$ cat config.mk
export PLATFORM = sky130hd
export DESIGN_NAME = mc_controller_v2
export DESIGN_NICKNAME = d
export VERILOG_FILES = /design/src/rtl/mc_pkg.sv /design/src/rtl/mc_aludec.sv /design/src/rtl/mc_controller_v2.sv
export SDC_FILE = /design/constraint.sdc
export NUM_CORES = 1
export LEC_CHECK = 0
export BUFFER_PORTS_ARGS = -buffer_cell sky130_fd_sc_hd__buf_2
export CAP_MARGIN = 20
export CORE_MARGIN = 1.5
export CORE_UTILIZATION = 48
export DETAILED_ROUTE_END_ITERATION = 10
export PLACE_DENSITY = 0.84
export SLEW_MARGIN = 40
export SYNTH_ARGS = -nofsm -noshare
export SYNTH_HDL_FRONTEND = slang
export SYNTH_HIERARCHICAL = 1
export SYNTH_SLANG_ARGS = --single-unit
$ cat constraint.sdc
create_clock -name clk -period 6.28 [get_ports clk]
set_input_delay 0.942 -clock clk [delete_from_list [all_inputs] [get_ports clk]]
set_output_delay 0.942 -clock clk [all_outputs]
set_load 0.03 [all_outputs]
$ cat src/rtl/mc_pkg.sv
// Shared encodings for the mc_controller_v2 multicycle RV32I control unit.
package mc_pkg;

    typedef enum logic [6:0] {
        OPC_LOAD   = 7'b0000011,
        OPC_STORE  = 7'b0100011,
        OPC_OP     = 7'b0110011,
        OPC_OP_IMM = 7'b0010011,
        OPC_JAL    = 7'b1101111,
        OPC_JALR   = 7'b1100111,
        OPC_LUI    = 7'b0110111,
        OPC_AUIPC  = 7'b0010111,
        OPC_BRANCH = 7'b1100011,
        OPC_SYSTEM = 7'b1110011
    } opcode_e;

    typedef enum logic [3:0] {
        S_FETCH, S_DECODE, S_MEMADR, S_MEMREAD, S_MEMWB, S_MEMWRITE,
        S_EXECR, S_EXECI, S_ALUWB, S_JAL, S_JALR, S_JALRWB,
        S_LUI, S_AUIPC, S_BRANCH, S_TRAP
    } state_e;

    typedef enum logic [3:0] {
        ALU_ADD  = 4'b0000, ALU_SUB  = 4'b0001, ALU_AND  = 4'b0010,
        ALU_OR   = 4'b0011, ALU_XOR  = 4'b0100, ALU_SLT  = 4'b0101,
        ALU_SLL  = 4'b0110, ALU_SRL  = 4'b0111, ALU_SRA  = 4'b1000,
        ALU_SLTU = 4'b1001
    } alu_ctrl_e;

    typedef enum logic [2:0] {
        IMM_I = 3'b000, IMM_S = 3'b001, IMM_B = 3'b010, IMM_J = 3'b011, IMM_U = 3'b100
    } imm_src_e;

    typedef enum logic [1:0] {
        SRCA_PC = 2'b00, SRCA_OLDPC = 2'b01, SRCA_RS1 = 2'b10, SRCA_ZERO = 2'b11
    } srca_e;

    typedef enum logic [1:0] {
        SRCB_RS2 = 2'b00, SRCB_IMM = 2'b01, SRCB_FOUR = 2'b10
    } srcb_e;

    typedef enum logic [1:0] {
        RES_ALUOUT = 2'b00, RES_DATA = 2'b01, RES_ALURESULT = 2'b10
    } res_src_e;

    typedef enum logic [1:0] {
        ALUOP_ADD = 2'b00, ALUOP_SUB = 2'b01, ALUOP_FUNCT = 2'b10
    } aluop_e;

    // Branch condition from funct3 and the ALU compare flags; 010/011 never reach here.
    function automatic logic branch_taken(input logic [2:0] funct3, input logic zero,
                                          input logic lt, input logic ltu);
        logic taken;
        case (funct3)
            3'b000:  taken = zero;
            3'b001:  taken = !zero;
            3'b100:  taken = lt;
            3'b101:  taken = !lt;
            3'b110:  taken = ltu;
            3'b111:  taken = !ltu;
            default: taken = 1'b0;
        endcase
        return taken;
    endfunction

endpackage

$ cat src/rtl/mc_aludec.sv
// ALU decoder: maps the FSM's ALU operation class and instruction fields to alucontrol.
module mc_aludec
    import mc_pkg::*;
(
    input  logic [1:0] aluop_i,
    input  logic [2:0] funct3_i,
    input  logic       funct7b5_i,
    input  logic       op5_i,
    output logic [3:0] alucontrol_o
);

    // Subtract only for R-type (op[5]=1) with funct7b5; I-type add ignores imm bit 30.
    always_comb begin
        alucontrol_o = ALU_ADD;
        case (aluop_i)
            ALUOP_ADD: alucontrol_o = ALU_ADD;
            ALUOP_SUB: alucontrol_o = ALU_SUB;
            ALUOP_FUNCT: begin
                case (funct3_i)
                    3'b000:  alucontrol_o = (op5_i && funct7b5_i) ? ALU_SUB : ALU_ADD;
                    3'b001:  alucontrol_o = ALU_SLL;
                    3'b010:  alucontrol_o = ALU_SLT;
                    3'b011:  alucontrol_o = ALU_SLTU;
                    3'b100:  alucontrol_o = ALU_XOR;
                    3'b101:  alucontrol_o = funct7b5_i ? ALU_SRA : ALU_SRL;
                    3'b110:  alucontrol_o = ALU_OR;
                    3'b111:  alucontrol_o = ALU_AND;
                    default: alucontrol_o = ALU_ADD;
                endcase
            end
            default: alucontrol_o = ALU_ADD;
        endcase
    end

endmodule

$ cat src/rtl/mc_controller_v2.sv
// Multicycle RV32I control FSM with memory watchdog and sticky traps.
// Define INSTRET_COUNTER_EN to build the retired-instruction counter.
module mc_controller_v2
    import mc_pkg::*;
#(
    parameter int WAIT_W    = 4,
    parameter int INSTRET_W = 32
) (
    input  logic                 clk,
    input  logic                 reset_n,
    input  logic [6:0]           op,
    input  logic [2:0]           funct3,
    input  logic                 funct7b5,
    input  logic                 zero,
    input  logic                 lt,
    input  logic                 ltu,
    input  logic                 mem_ready,
    output logic [2:0]           immsrc,
    output logic [1:0]           alusrca,
    output logic [1:0]           alusrcb,
    output logic [1:0]           resultsrc,
    output logic                 adrsrc,
    output logic [3:0]           alucontrol,
    output logic                 irwrite,
    output logic                 pcwrite,
    output logic                 regwrite,
    output logic                 memwrite,
    output logic                 memreq,
    output logic                 illegal,
    output logic                 bus_err,
    output logic [INSTRET_W-1:0] instret
);

    localparam logic [WAIT_W-1:0] WAIT_LAST = WAIT_W'((2 ** WAIT_W) - 2);

    state_e            state_q, state_d, fsm_next_s;
    logic [WAIT_W-1:0] wait_cnt_q, wait_cnt_d;
    logic              illegal_q, illegal_d, bus_err_q, bus_err_d;
    logic              timeout_s;
    logic [1:0]        aluop_s;

    mc_aludec u_aludec (
        .aluop_i      (aluop_s),
        .funct3_i     (funct3),
        .funct7b5_i   (funct7b5),
        .op5_i        (op[5]),
        .alucontrol_o (alucontrol)
    );

    // Immediate format decode, independent of state.
    always_comb begin
        immsrc = IMM_I;
        case (op)
            OPC_STORE:           immsrc = IMM_S;
            OPC_BRANCH:          immsrc = IMM_B;
            OPC_JAL:             immsrc = IMM_J;
            OPC_LUI, OPC_AUIPC:  immsrc = IMM_U;
            default:             immsrc = IMM_I;
        endcase
    end

    // Per-state datapath controls and nominal next state.
    always_comb begin
        fsm_next_s = state_q;
        aluop_s    = ALUOP_ADD;
        alusrca    = SRCA_PC;
        alusrcb    = SRCB_RS2;
        resultsrc  = RES_ALUOUT;
        adrsrc     = 1'b0;
        irwrite    = 1'b0;
        pcwrite    = 1'b0;
        regwrite   = 1'b0;
        memwrite   = 1'b0;
        memreq     = 1'b0;
        case (state_q)
            S_FETCH: begin
                memreq    = 1'b1;
                alusrcb   = SRCB_FOUR;
                resultsrc = RES_ALURESULT;
                if (mem_ready) begin
                    irwrite    = 1'b1;
                    pcwrite    = 1'b1;
                    fsm_next_s = S_DECODE;
                end else begin
                    fsm_next_s = S_FETCH;
                end
            end
            S_DECODE: begin
                alusrca = SRCA_OLDPC;
                alusrcb = SRCB_IMM;
                case (op)
                    OPC_LOAD, OPC_STORE: fsm_next_s = S_MEMADR;
                    OPC_OP:              fsm_next_s = S_EXECR;
                    OPC_OP_IMM:          fsm_next_s = S_EXECI;
                    OPC_JAL:             fsm_next_s = S_JAL;
                    OPC_JALR:            fsm_next_s = S_JALR;
                    OPC_LUI:             fsm_next_s = S_LUI;
                    OPC_AUIPC:           fsm_next_s = S_AUIPC;
                    OPC_BRANCH: begin
                        if (funct3[2:1] == 2'b01) fsm_next_s = S_TRAP;
                        else                      fsm_next_s = S_BRANCH;
                    end
                    default:             fsm_next_s = S_TRAP;
                endcase
            end
            S_MEMADR: begin
                alusrca    = SRCA_RS1;
                alusrcb    = SRCB_IMM;
                fsm_next_s = op[5] ? S_MEMWRITE : S_MEMREAD;
            end
            S_MEMREAD: begin
                memreq     = 1'b1;
                adrsrc     = 1'b1;
                fsm_next_s = mem_ready ? S_MEMWB : S_MEMREAD;
            end
            S_MEMWB: begin
                resultsrc  = RES_DATA;
                regwrite   = 1'b1;
                fsm_next_s = S_FETCH;
            end
            S_MEMWRITE: begin
                memreq     = 1'b1;
                memwrite   = 1'b1;
                adrsrc     = 1'b1;
                fsm_next_s = mem_ready ? S_FETCH : S_MEMWRITE;
            end
            S_EXECR: begin
                alusrca    = SRCA_RS1;
                aluop_s    = ALUOP_FUNCT;
                fsm_next_s = S_ALUWB;
            end
            S_EXECI: begin
                alusrca    = SRCA_RS1;
                alusrcb    = SRCB_IMM;
                aluop_s    = ALUOP_FUNCT;
                fsm_next_s = S_ALUWB;
            end
            S_ALUWB: begin
                regwrite   = 1'b1;
                fsm_next_s = S_FETCH;
            end
            S_JAL: begin
                alusrca    = SRCA_OLDPC;
                alusrcb    = SRCB_FOUR;
                pcwrite    = 1'b1;
                fsm_next_s = S_ALUWB;
            end
            S_JALR: begin
                alusrca    = SRCA_RS1;
                alusrcb    = SRCB_IMM;
                resultsrc  = RES_ALURESULT;
                pcwrite    = 1'b1;
                fsm_next_s = S_JALRWB;
            end
            S_JALRWB: begin
                alusrca    = SRCA_OLDPC;
                alusrcb    = SRCB_FOUR;
                resultsrc  = RES_ALURESULT;
                regwrite   = 1'b1;
                fsm_next_s = S_FETCH;
            end
            S_LUI: begin
                alusrca    = SRCA_ZERO;
                alusrcb    = SRCB_IMM;
                fsm_next_s = S_ALUWB;
            end
            S_AUIPC: begin
                alusrca    = SRCA_OLDPC;
                alusrcb    = SRCB_IMM;
                fsm_next_s = S_ALUWB;
            end
            S_BRANCH: begin
                alusrca    = SRCA_RS1;
                aluop_s    = ALUOP_SUB;
                pcwrite    = branch_taken(funct3, zero, lt, ltu);
                fsm_next_s = S_FETCH;
            end
            S_TRAP:  fsm_next_s = S_TRAP;
            default: fsm_next_s = S_TRAP;
        endcase
    end

    // Watchdog override and sticky trap flags; the counter restarts on any state change.
    always_comb begin
        timeout_s = memreq && !mem_ready && (wait_cnt_q == WAIT_LAST);
        if (timeout_s) state_d = S_TRAP;
        else           state_d = fsm_next_s;
        if (mem_ready || !memreq || (state_d != state_q)) wait_cnt_d = '0;
        else                                             wait_cnt_d = wait_cnt_q + WAIT_W'(1);
        illegal_d = illegal_q | ((state_q == S_DECODE) && (state_d == S_TRAP));
        bus_err_d = bus_err_q | timeout_s;
    end

    // Control state registers.
    always_ff @(posedge clk) begin
        if (!reset_n) begin
            state_q    <= S_FETCH;
            wait_cnt_q <= '0;
            illegal_q  <= 1'b0;
            bus_err_q  <= 1'b0;
        end else begin
            state_q    <= state_d;
            wait_cnt_q <= wait_cnt_d;
            illegal_q  <= illegal_d;
            bus_err_q  <= bus_err_d;
        end
    end

    assign illegal = illegal_q;
    assign bus_err = bus_err_q;

`ifdef INSTRET_COUNTER_EN
    logic [INSTRET_W-1:0] instret_q, instret_d;
    logic                 retire_s;

    // An instruction retires when its final state hands back to FETCH.
    always_comb begin
        retire_s = (state_d == S_FETCH) &&
                   (state_q inside {S_MEMWB, S_MEMWRITE, S_ALUWB, S_JALRWB, S_BRANCH});
        if (retire_s) instret_d = instret_q + INSTRET_W'(1);
        else          instret_d = instret_q;
    end

    // Retired-instruction counter register.
    always_ff @(posedge clk) begin
        if (!reset_n) instret_q <= '0;
        else          instret_q <= instret_d;
    end

    assign instret = instret_q;
`else
    assign instret = '0;
`endif

endmodule

* Yosys cells after proc, flatten, opt, wreduce, memory -nomap -nowiden *
Index checks and enable logic that the tools add are counted.

storage, ports and cells
  bits in registers = 10
  input port bits = 17
  logic and storage cells = 98

operators by class
  add/sub/neg operators = 1
  eq/ne operators = 37
  mux-type cells = 25
  bitwise logic cells = 3
  reduce and logical (&&, ||, !) cells = 28

operator list
  kind                                                              count
  4-bit one-hot mux with 8 select lines                             2
  4-bit == test (second input constant)                             10
  4-bit one-hot mux with 9 select lines                             1
  7-bit by 6-bit == test with 1-bit output (second input constant)  3
  7-bit == test (second input constant)                             3
  4-bit by 3-bit == test with 1-bit output (second input constant)  4
  7-bit by 5-bit == test with 1-bit output (second input constant)  2
  3-bit == test (second input constant)                             4
  2-bit one-hot mux with 2 select lines                             3
  3-bit one-hot mux with 4 select lines                             1
  2-bit OR reduction                                                6
  3-bit OR reduction                                                4
  5-bit OR reduction                                                2
  1-bit two-way mux                                                 9
  3-bit two-way mux                                                 3
  4-bit by 2-bit == test with 1-bit output (second input constant)  2
  4-bit two-way mux                                                 2
  4-bit one-hot mux with 2 select lines                             1
  4-bit OR reduction                                                2
  7-bit by 2-bit == test with 1-bit output (second input constant)  1
  3-bit by 2-bit == test with 1-bit output (second input constant)  2
  1-bit one-hot mux with 6 select lines                             1
  2-bit one-hot mux with 3 select lines                             1
  6-bit OR reduction                                                1
  other kinds (14)                                                  24

* Longest topological paths before layout *
Gate-level depths: netlist (run 1).

  depth in word-level cells = 9
  mapped depth = 8
  mapped depth without buffers = 7

* Hierarchy *
The synthesis (run 1) kept the hierarchy.

modules (own cells, without submodules)
  module            times used  cells an instance  area an instance (µm²)  seq. area each (µm²)
  mc_controller_v2  1           171                1,217.4                 200.2
  mc_aludec         1           22                 147.6                   0.0

* Worst setup path before layout (run 1) *
Ideal clock, no wire load.

  path kind = register to output
  start point = register state_q[2]
  end point = output port alucontrol[2]
  arrival time = 2,846 ps
  setup slack = 2,492 ps
  stages on the path, launching flop included = 8
  path through = dfxtp_1 -> clkbuf_1 -> clkbuf_1 -> nand2_1 -> nor2_1 -> ha_1 -> nand2b_1 -> a2111oi_1

on the way
  word-level cells in the longest chain between the ends = 5

RTL lines
  element                                                                    line                     text
  start: declaration                                                         mc_controller_v2.sv:36   state_e state_q, state_d, fsm_next_s;
  start signal: assignment                                                   mc_controller_v2.sv:202  state_q <= state_d;
  4-bit by 3-bit == test with 1-bit output                                   mc_controller_v2.sv:75   case (state_q)
  2-bit OR reduction (no line)                                               --
  2-bit one-hot mux with 2 select lines *                                    mc_controller_v2.sv:75
  named net aluop_s[1]                                                       mc_controller_v2.sv:40   logic [1:0] aluop_s;
  2-bit == test or 2-bit by 1-bit == test with 1-bit output (tied branches)  mc_aludec.sv:15          case (aluop_i)
  4-bit one-hot mux with 2 select lines *                                    mc_aludec.sv:15
  end: declaration                                                           mc_controller_v2.sv:23   output logic [3:0] alucontrol,

The timed path passes the listed nets; every way through them passes the cells marked *.

* Final worst setup path (run 1) *
Ends and elaborated chain as after synthesis.

==> flow_summary.json, run 1 <==
{
  "drt.antenna.violating_nets": 0,
  "cts_resized": 0,
  "slew_headroom_pct": 39.7,
  "critical_path_class": "reg2out",
  "drive_above_1_share_pct": 20.2,
  "dpl_cell_area_um2": 1430,
  "place_ws_ns": 2.83,
  "rsz0062_at_grt": "false",
  "clk_latency_ns": 0.27,
  "critPathCaptureType": "primary output",
  "synth_area_um2": 1370,
  "dp_hpwl_um": 2080,
  "finalHoldViolCount": 0,
  "place_inst": 250,
  "setup_ws_ns": 2.50,
  "initial_utilization_pct": 49.9,
  "drt_iter0_drc": 52,
  "fp.dieW_um": 56.3,
  "fin_area_um2": 1460,
  "grt.overflow.total": 0,
  "report.power.total_mw": 0.640,
  "clock_skew_ns": 0.00153,
  "synth.yosys.seq_area_share_pct": 14.7,
  "period_needed_ns": 3.78,
  "fp-row-count": 19,
  "cts_hold_buf": 0,
  "root_buffer": "clkbuf_4",
  "fin_crit_sh_pct": 60.1,
  "fin_setup_tns_ns": 0,
  "synth-seq-cells": 10,
  "setup_viol": 0,
  "tightest_slew_ns": 0.881,
  "io_pins": 70,
  "crit_arrival_ns": 2.84,
  "whs_ns": 0.465,
  "finalMaxSlewViolations": 0,
  "slowest_stage": "dfxtp_1",
  "max_freq_ghz": 0.265,
  "p_leak_nw": 0.699,
  "grt_pass1_vias": 998,
  "post_cts_buffers": 0,
  "globalRouteTotalUtil_pct": 16.6,
  "instances_no_fill": 254,
  "critical_path_required_ns": 5.34,
  "ctsHtreeMaxLevel": 1,
  "fp.dieH_um": 56.3,
  "drcViolationCount": 0,
  "min_path_type": "reg2reg",
  "place.gp.congestion": 0.910,
  "powerDensity_nw_per_um2": 437,
  "status": "completed",
  "synth.distinct_cells": 53,
  "synthArstFlopShare_pct": 0,
  "n_antenna_cell": 0,
  "final_util_pct": 53.5,
  "clkSlewWorstSetupHoldPaths_ns": 0.07,
  "cp_top_family": "flip-flops",
  "clock_path_buffers": 2,
  "die_area_um2": 3170,
  "synthFlopType": "dfxtp_1",
  "nFillCells": 278,
  "crit_fanout": 23,
  "maxCapViolCount": 0,
  "antenna_found_initial": 0,
  "ir_drop_mv": 0.436,
  "max_stage_delay_ns": 0.79,
  "coreArea_um2": 2730,
  "port_buffers": 37,
  "area_growth_pct": 7.15,
  "ys_warn_count": 6,
  "via_count": 1326,
  "drt-pass1-iter-count": 4,
  "avgSynthCellArea_um2": 7.07,
  "worstPathCellList": "nand2_1 > nor3_1 > inv_1 > ha_1 > nand2b_1 > a2111oi_1 > buf_2",
  "path_buf_inv": 2,
  "cts_tree": "built",
  "detail_route.wl_per_cell_um": 10.5,
  "grt_pass1_wl_um": 4320,
  "start_kind": "flip-flop",
  "synth-edff-count": 0,
  "synthCells": 193,
  "vias_per_cell": 5.22,
  "cts_buffers": 3,
  "finalNetCount": 245,
  "grt_max_degree": 24,
  "clock-sinks": 10,
  "wirelength_um": 2670
}
## power by group
group	internal [mW]	total [mW]	switching (mW)
clock network	0.0353	0.0601	0.0248
logic	0.154	0.441	0.287
registers	0.0799	0.139	0.0588
## sequential cells by signal (all words and copies together), names as in the netlist
name	cells
state_q	4
wait_cnt_q	4
illegal	1
bus_err	1
## metal layers
metal,vias to the layer above,track usage [%],routed length (um)
li1,680,-,-
met5,-,0,0
met4,0,8.16,55
met3,8,2.30,177
met1,577,22.8,1250
met2,61,25.4,1190
## cell usage after synthesis (2+ instances only)
cell | instances | area [um^2]
buf_4 | 32 | 240
nor2_1 | 20 | 75.1
nand2_1 | 16 | 60.1
a21oi_1 | 10 | 50.1
dfxtp_1 | 10 | 200
clkbuf_1 | 9 | 33.8
nor3_1 | 8 | 40.0
xnor2_1 | 7 | 61.3
inv_1 | 5 | 18.8
a31oi_1 | 4 | 25.0
and3_1 | 4 | 25.0
ha_1 | 4 | 50.1
nand2b_1 | 4 | 25.0
nand3_1 | 4 | 20.0
nor2b_1 | 4 | 25.0
o21a_1 | 4 | 30.0
nor4_1 | 3 | 18.8
a211o_1 | 2 | 17.5
a211oi_1 | 2 | 15.0
a21boi_0 | 2 | 15.0
and2_1 | 2 | 12.5
o21ai_0 | 2 | 10.0
o21ai_1 | 2 | 10.0
o22ai_1 | 2 | 12.5
o31ai_1 | 2 | 15.0
xor2_1 | 2 | 17.5
## cells in the final DEF (no fill, tap or decap), types with 3 or more instances in the layout
cell,synthesis,layout
nor2b_1,4,4
inv_1,5,5
ha_1,4,4
conb_1,1,32
and3_1,4,4
nor4_1,3,3
nand3_1,4,4
o21a_1,4,4
nand2b_1,4,4
buf_2,1,37
dfxtp_1,10,10
clkbuf_4,0,3
a21oi_1,10,10
xnor2_1,7,7
a31oi_1,4,4
nand2_1,16,16
nor2_1,20,20
nor3_1,8,8
## cell type report
class                           instances  area [um^2]  area share [%]
Clock buffer                            4         36.3            2.48
Sequential cell                        10          200            13.7
Tap cell                               31         38.8            2.65
Multi-Input combinational cell        166          966            66.0
Timing Repair Buffer                   37          185            12.7
Inverter                                6         36.3            2.48
## logic make-up (layout without fill, tap and decap cells)
kind of cell | count (synthesis) | in the layout | synth area share (%)
compound gates | 45 | 45 | 23.0
xor+xnor | 9 | 9 | 5.77
fa+ha+maj | 4 | 4 | 3.67
buf+inv | 48 | 47 | 23.1
flops | 10 | 10 | 14.7
mux | 1 | 1 | 0.733
other cells | 1 | 32 | 0.275
simple gates | 75 | 75 | 28.8
## path summary, 6_finish.rpt
check	endpoint	slack (ns)	cells past startpoint	from
max reg2reg	wait_cnt_q[2]	3.97	5	state_q[2]
max	alucontrol[2]	2.50	7	state_q[2]
min reg2reg	bus_err	0.47	1	bus_err
min	bus_err	0.47	1	bus_err
(Power assumes the default switching activity.)
==> run 2, diff against run 1 <==
- CORE_UTILIZATION: 48 -> 46
- PLACE_DENSITY: 0.84 -> 0.81
- clock period: 6.28 -> 3.8 ns (I/O delays scaled with it)
==> run 2 against run 1 <==
  * Setup slack got worse by 1.9 ns
  * Largest power group unchanged
  * Critical endpoint unchanged
  * Critical path depth did not move
  * Sequential share of layout area fell by 0.081 points
  * First-iteration DRC count fell by 27%
  * Hold slack barely moved
  * Design area rose by 0.60%
  * Clock power rose by 59%
  * Wire length rose by 5.9%
==> flow_summary.json, run 2 (synthesis gave the netlist of run 1 again) <==
{
  "crit_arrival_ns": 2.63,
  "instances_no_fill": 255,
  "via_count": 1322,
  "clk_latency_ns": 0.26,
  "critPathCaptureType": "primary output",
  "globalRouteTotalUtil_pct": 16.5,
  "report.power.total_mw": 1.07,
  "drcViolationCount": 0,
  "io_pins": 70,
  "die_area_um2": 3300,
  "wirelength_um": 2830,
  "fin_crit_sh_pct": 84.2,
  "reg2reg_from": "state_q[0]",
  "hp-start": "wait_cnt_q[0]",
  "fin_setup_tns_ns": 0,
  "clkSlewWorstSetupHoldPaths_ns": 0.07,
  "place.gp.congestion": 0.886,
  "clock_skew_ns": 0.00140,
  "antenna_found_initial": 0,
  "reg2reg_to": "wait_cnt_q[3]",
  "min_path_type": "reg2reg",
  "rsz0062_at_grt": "false",
  "grt.overflow.total": 0,
  "cts_hold_buf": 0,
  "grt_max_degree": 24,
  "clock-sinks": 10,
  "tightest_slew_ns": 0.675,
  "detail_route.wl_per_cell_um": 11.1,
  "initial_utilization_pct": 49.1,
  "layout_commonest_cell": "buf_2",
  "reg2reg_depth": 5,
  "drt.antenna.violating_nets": 0,
  "finalNetCount": 246,
  "cts_tree": "built",
  "powerDensity_nw_per_um2": 727,
  "fin_area_um2": 1470,
  "max_freq_ghz": 0.312,
  "setup_viol": 0,
  "slew_headroom_pct": 54.9,
  "n_antenna_cell": 0,
  "regArea_um2": 200,
  "grt_pass1_wl_um": 4590,
  "p_leak_nw": 0.704,
  "place_ws_ns": 0.934,
  "dp_hpwl_um": 2150,
  "top_regs": "state_q x4, wait_cnt_q x4",
  "grt_pass1_vias": 992,
  "fp-row-count": 19,
  "status": "completed",
  "period_needed_ns": 3.20,
  "critical_path_class": "reg2out",
  "reg2reg_slack_ns": 1.53,
  "place_inst": 251,
  "nFillCells": 295,
  "maxCapViolCount": 0,
  "root_buffer": "clkbuf_4",
  "multi_input_comb_area_um2": 967,
  "final_util_pct": 52.9,
  "drive_above_1_share_pct": 20.5,
  "drt_iter0_drc": 38,
  "hold_depth": 1,
  "ctsHtreeMaxLevel": 1,
  "setup_ws_ns": 0.599,
  "finalHoldViolCount": 0,
  "fp.dieH_um": 57.5,
  "holdPathEnd": "wait_cnt_q[0]",
  "whs_ns": 0.465,
  "finalMaxSlewViolations": 0,
  "port_buffers": 37,
  "area_growth_pct": 7.79,
  "clock_path_buffers": 2,
  "ir_drop_mv": 0.548,
  "post_cts_buffers": 0,
  "coreArea_um2": 2780,
  "dpl_cell_area_um2": 1430,
  "critical_path_required_ns": 3.23,
  "fp.dieW_um": 57.5,
  "crit_fanout": 16,
  "cts_resized": 0,
  "drt-pass1-iter-count": 5,
  "final_cell_mix": "buf_2, conb_1, nor2_1",
  "start_kind": "flip-flop",
  "vias_per_cell": 5.18,
  "cts_buffers": 3
}
run 2: changes by cell type in the layout (fill, tap and decap cells not counted), sizes merged:
cell	previous run	this run
buf	37	38
run 2: power by group:
part	switching (mW)	leakage [nW]	total [mW]	internal (mW)
combinational	0.512	0.602	0.775	0.263
clock	0.0375	0.0210	0.0956	0.0581
sequential	0.0672	0.0814	0.199	0.132
run 2: final cells by class:
cell class / count / share of cell area (%)
well taps: 31 / 2.64
inverters: 6 / 2.47
repair buffers: 38 / 13.1
multi-input cells: 166 / 65.7
flip-flops and latches: 10 / 13.6
clock buffers: 4 / 2.47
run 2: worst max-delay path, cell delays in order (launching register included):
cell,delay (ns)
dfxtp_1,0.63
nand2_1,0.24
nor3_1,0.31
inv_1,0.08
ha_1,0.32
nand2b_1,0.16
a2111oi_1,0.35
buf_2,0.26
run 2: per-layer routing:
metal  wire length, um  track usage (%)
met1              1420             27.2
met2              1220             22.2
met3               187             2.04
met4                 0             3.99
met5                 0                0
run 2: worst max-delay path by stage:
stage / endpoint / start / cells past startpoint
3_3_place_gp: alucontrol[2] / state_q[1] / 7
3_5_place_dp: alucontrol[2] / state_q[1] / 7
5_1_grt: alucontrol[2] / state_q[3] / 7
4_1_cts: alucontrol[2] / state_q[1] / 7
2_1_floorplan: alucontrol[2] / state_q[2] / 7
6_report: alucontrol[2] / state_q[3] / 7
==> run 3, diff against run 2 <==
- clock period: 3.8 -> 3.2 ns (I/O delays scaled with it)
==> run 3 against run 2 <==
  * Hold slack got worse by 0.0029 ns
  * Largest power group unchanged
  * Die area unchanged
  * Total power increased by 21%
  * Sequential power decreased by 4%
  * Wire length increased by 3.7%
  * Cell count increased by 0.78%
  * Non-clock buffer count increased by 2
  * Register-to-register slack got worse by 0.30 ns
  * Sequential share of layout area decreased by 0.099 points
  * Global-route usage increased by 1.3 points
==> flow_summary.json, run 3 (synthesis gave the netlist of run 1 again) <==
{
  "status": "completed",
  "fin_area_um2": 1490,
  "port_buffers": 37,
  "dpl_cell_area_um2": 1450,
  "drcViolationCount": 0,
  "finalHoldViolCount": 0,
  "rsz0062_at_grt": "false",
  "n_antenna_cell": 0,
  "whs_ns": 0.462,
  "ir_drop_mv": 0.930,
  "ctsHtreeMaxLevel": 1,
  "cts_resized": 0,
  "critPathCaptureType": "primary output",
  "finalMaxSlewViolations": 0,
  "nFillCells": 280,
  "worstPathCellList": "bufinv_8 > nor3_1 > inv_1 > ha_1 > nand2b_1 > a2111oi_2 > buf_2",
  "final_cell_mix": "buf_2, conb_1, nor2_1",
  "drive_above_1_share_pct": 22.1,
  "p_leak_nw": 0.716,
  "crit_fanout": 14,
  "cp_top_family": "buffers and inverters",
  "reg2reg_to": "wait_cnt_q[3]",
  "hold_depth": 1,
  "clkSlewWorstSetupHoldPaths_ns": 0.07,
  "report.power.total_mw": 1.29,
  "period_needed_ns": 2.94,
  "finalNetCount": 248,
  "layout_commonest_cell": "buf_2",
  "antenna_found_initial": 0,
  "dp_hpwl_um": 2260,
  "path_buf_inv": 3,
  "fin_setup_tns_ns": 0,
  "max_freq_ghz": 0.340,
  "fp.dieH_um": 57.5,
  "grt_pass1_wl_um": 4770,
  "slowest_stage": "dfxtp_2",
  "place.gp.congestion": 0.860,
  "maxCapViolCount": 0,
  "fp.dieW_um": 57.5,
  "detail_route.wl_per_cell_um": 11.4,
  "start_kind": "flip-flop",
  "cts_hold_buf": 0,
  "coreArea_um2": 2780,
  "tightest_slew_ns": 0.718,
  "globalRouteTotalUtil_pct": 17.9,
  "powerDensity_nw_per_um2": 865,
  "io_pins": 70,
  "crit_arrival_ns": 2.46,
  "cts_buffers": 3,
  "setup_viol": 0,
  "fin_crit_sh_pct": 91.8,
  "grt.overflow.total": 0,
  "wirelength_um": 2940,
  "max_stage_delay_ns": 0.47,
  "place_inst": 253,
  "setup_ws_ns": 0.263,
  "via_count": 1355,
  "min_path_type": "reg2reg",
  "place_ws_ns": 0.433,
  "critical_path_class": "reg2out",
  "reg2reg_from": "state_q[0]",
  "instances_no_fill": 257,
  "cts_tree": "built",
  "critical_path_required_ns": 2.72,
  "drt_iter0_drc": 55,
  "grt_max_degree": 23,
  "drt-pass1-iter-count": 4,
  "clock_path_buffers": 2,
  "clock_skew_ns": 0.00419,
  "initial_utilization_pct": 49.1,
  "post_cts_buffers": 0,
  "vias_per_cell": 5.27,
  "root_buffer": "clkbuf_4",
  "drt.antenna.violating_nets": 0,
  "slew_headroom_pct": 50.9,
  "reg2reg_slack_ns": 1.23,
  "area_growth_pct": 9.26,
  "holdPathEnd": "wait_cnt_q[0]",
  "hp-start": "wait_cnt_q[0]",
  "final_util_pct": 53.6,
  "clock-sinks": 10,
  "grt_pass1_vias": 1103,
  "fp-row-count": 19,
  "die_area_um2": 3300,
  "clk_latency_ns": 0.27,
  "top_regs": "state_q x4, wait_cnt_q x4",
  "reg2reg_depth": 6
}
## run 3: cell type report
| class | instances | area [um^2] | area share [%] |
|---|---|---|---|
| multi-input combinational | 166 | 971 | 65.1 |
| timing repair buffer | 40 | 208 | 13.9 |
| sequential | 10 | 201 | 13.5 |
| tap | 31 | 38.8 | 2.60 |
| clock buffer | 4 | 36.3 | 2.43 |
| inverter | 6 | 36.3 | 2.43 |
## run 3: worst max-delay path by stage
stage,to,from,slack [ns],depth (start not counted)
3_3_place_gp,alucontrol[2],state_q[1],0.51,7
6_report,alucontrol[2],state_q[1],0.26,7
2_1_floorplan,alucontrol[2],state_q[2],0.27,7
4_1_cts,alucontrol[2],state_q[1],0.12,7
5_1_grt,alucontrol[2],state_q[1],0.11,7
3_5_place_dp,alucontrol[2],state_q[1],0.43,7
## run 3: routing by layer
layer / up-vias / wire (um) / track usage (%)
li1: 686 / - / -
met1: 594 / 1370 / 25.7
met2: 71 / 1300 / 27.1
met3: 4 / 224 / 1.36
met4: 0 / 48 / 7.97
met5: - / 0 / 0
## run 3: worst register-to-register path: cells and delay by family, from the launching register on
kind                   cells  cell delay, ns
AND/OR/NAND/NOR            4            1.16
flip-flops                 1            0.34
buffers and inverters      1            0.23
AO/OA/AOI/OAI              1            0.17
## run 3: power breakdown
part	total (mW)	switching [mW]	internal [mW]
clock network	0.116	0.0473	0.0692
logic	0.981	0.656	0.325
registers	0.192	0.0342	0.158
total	1.29	0.737	0.553
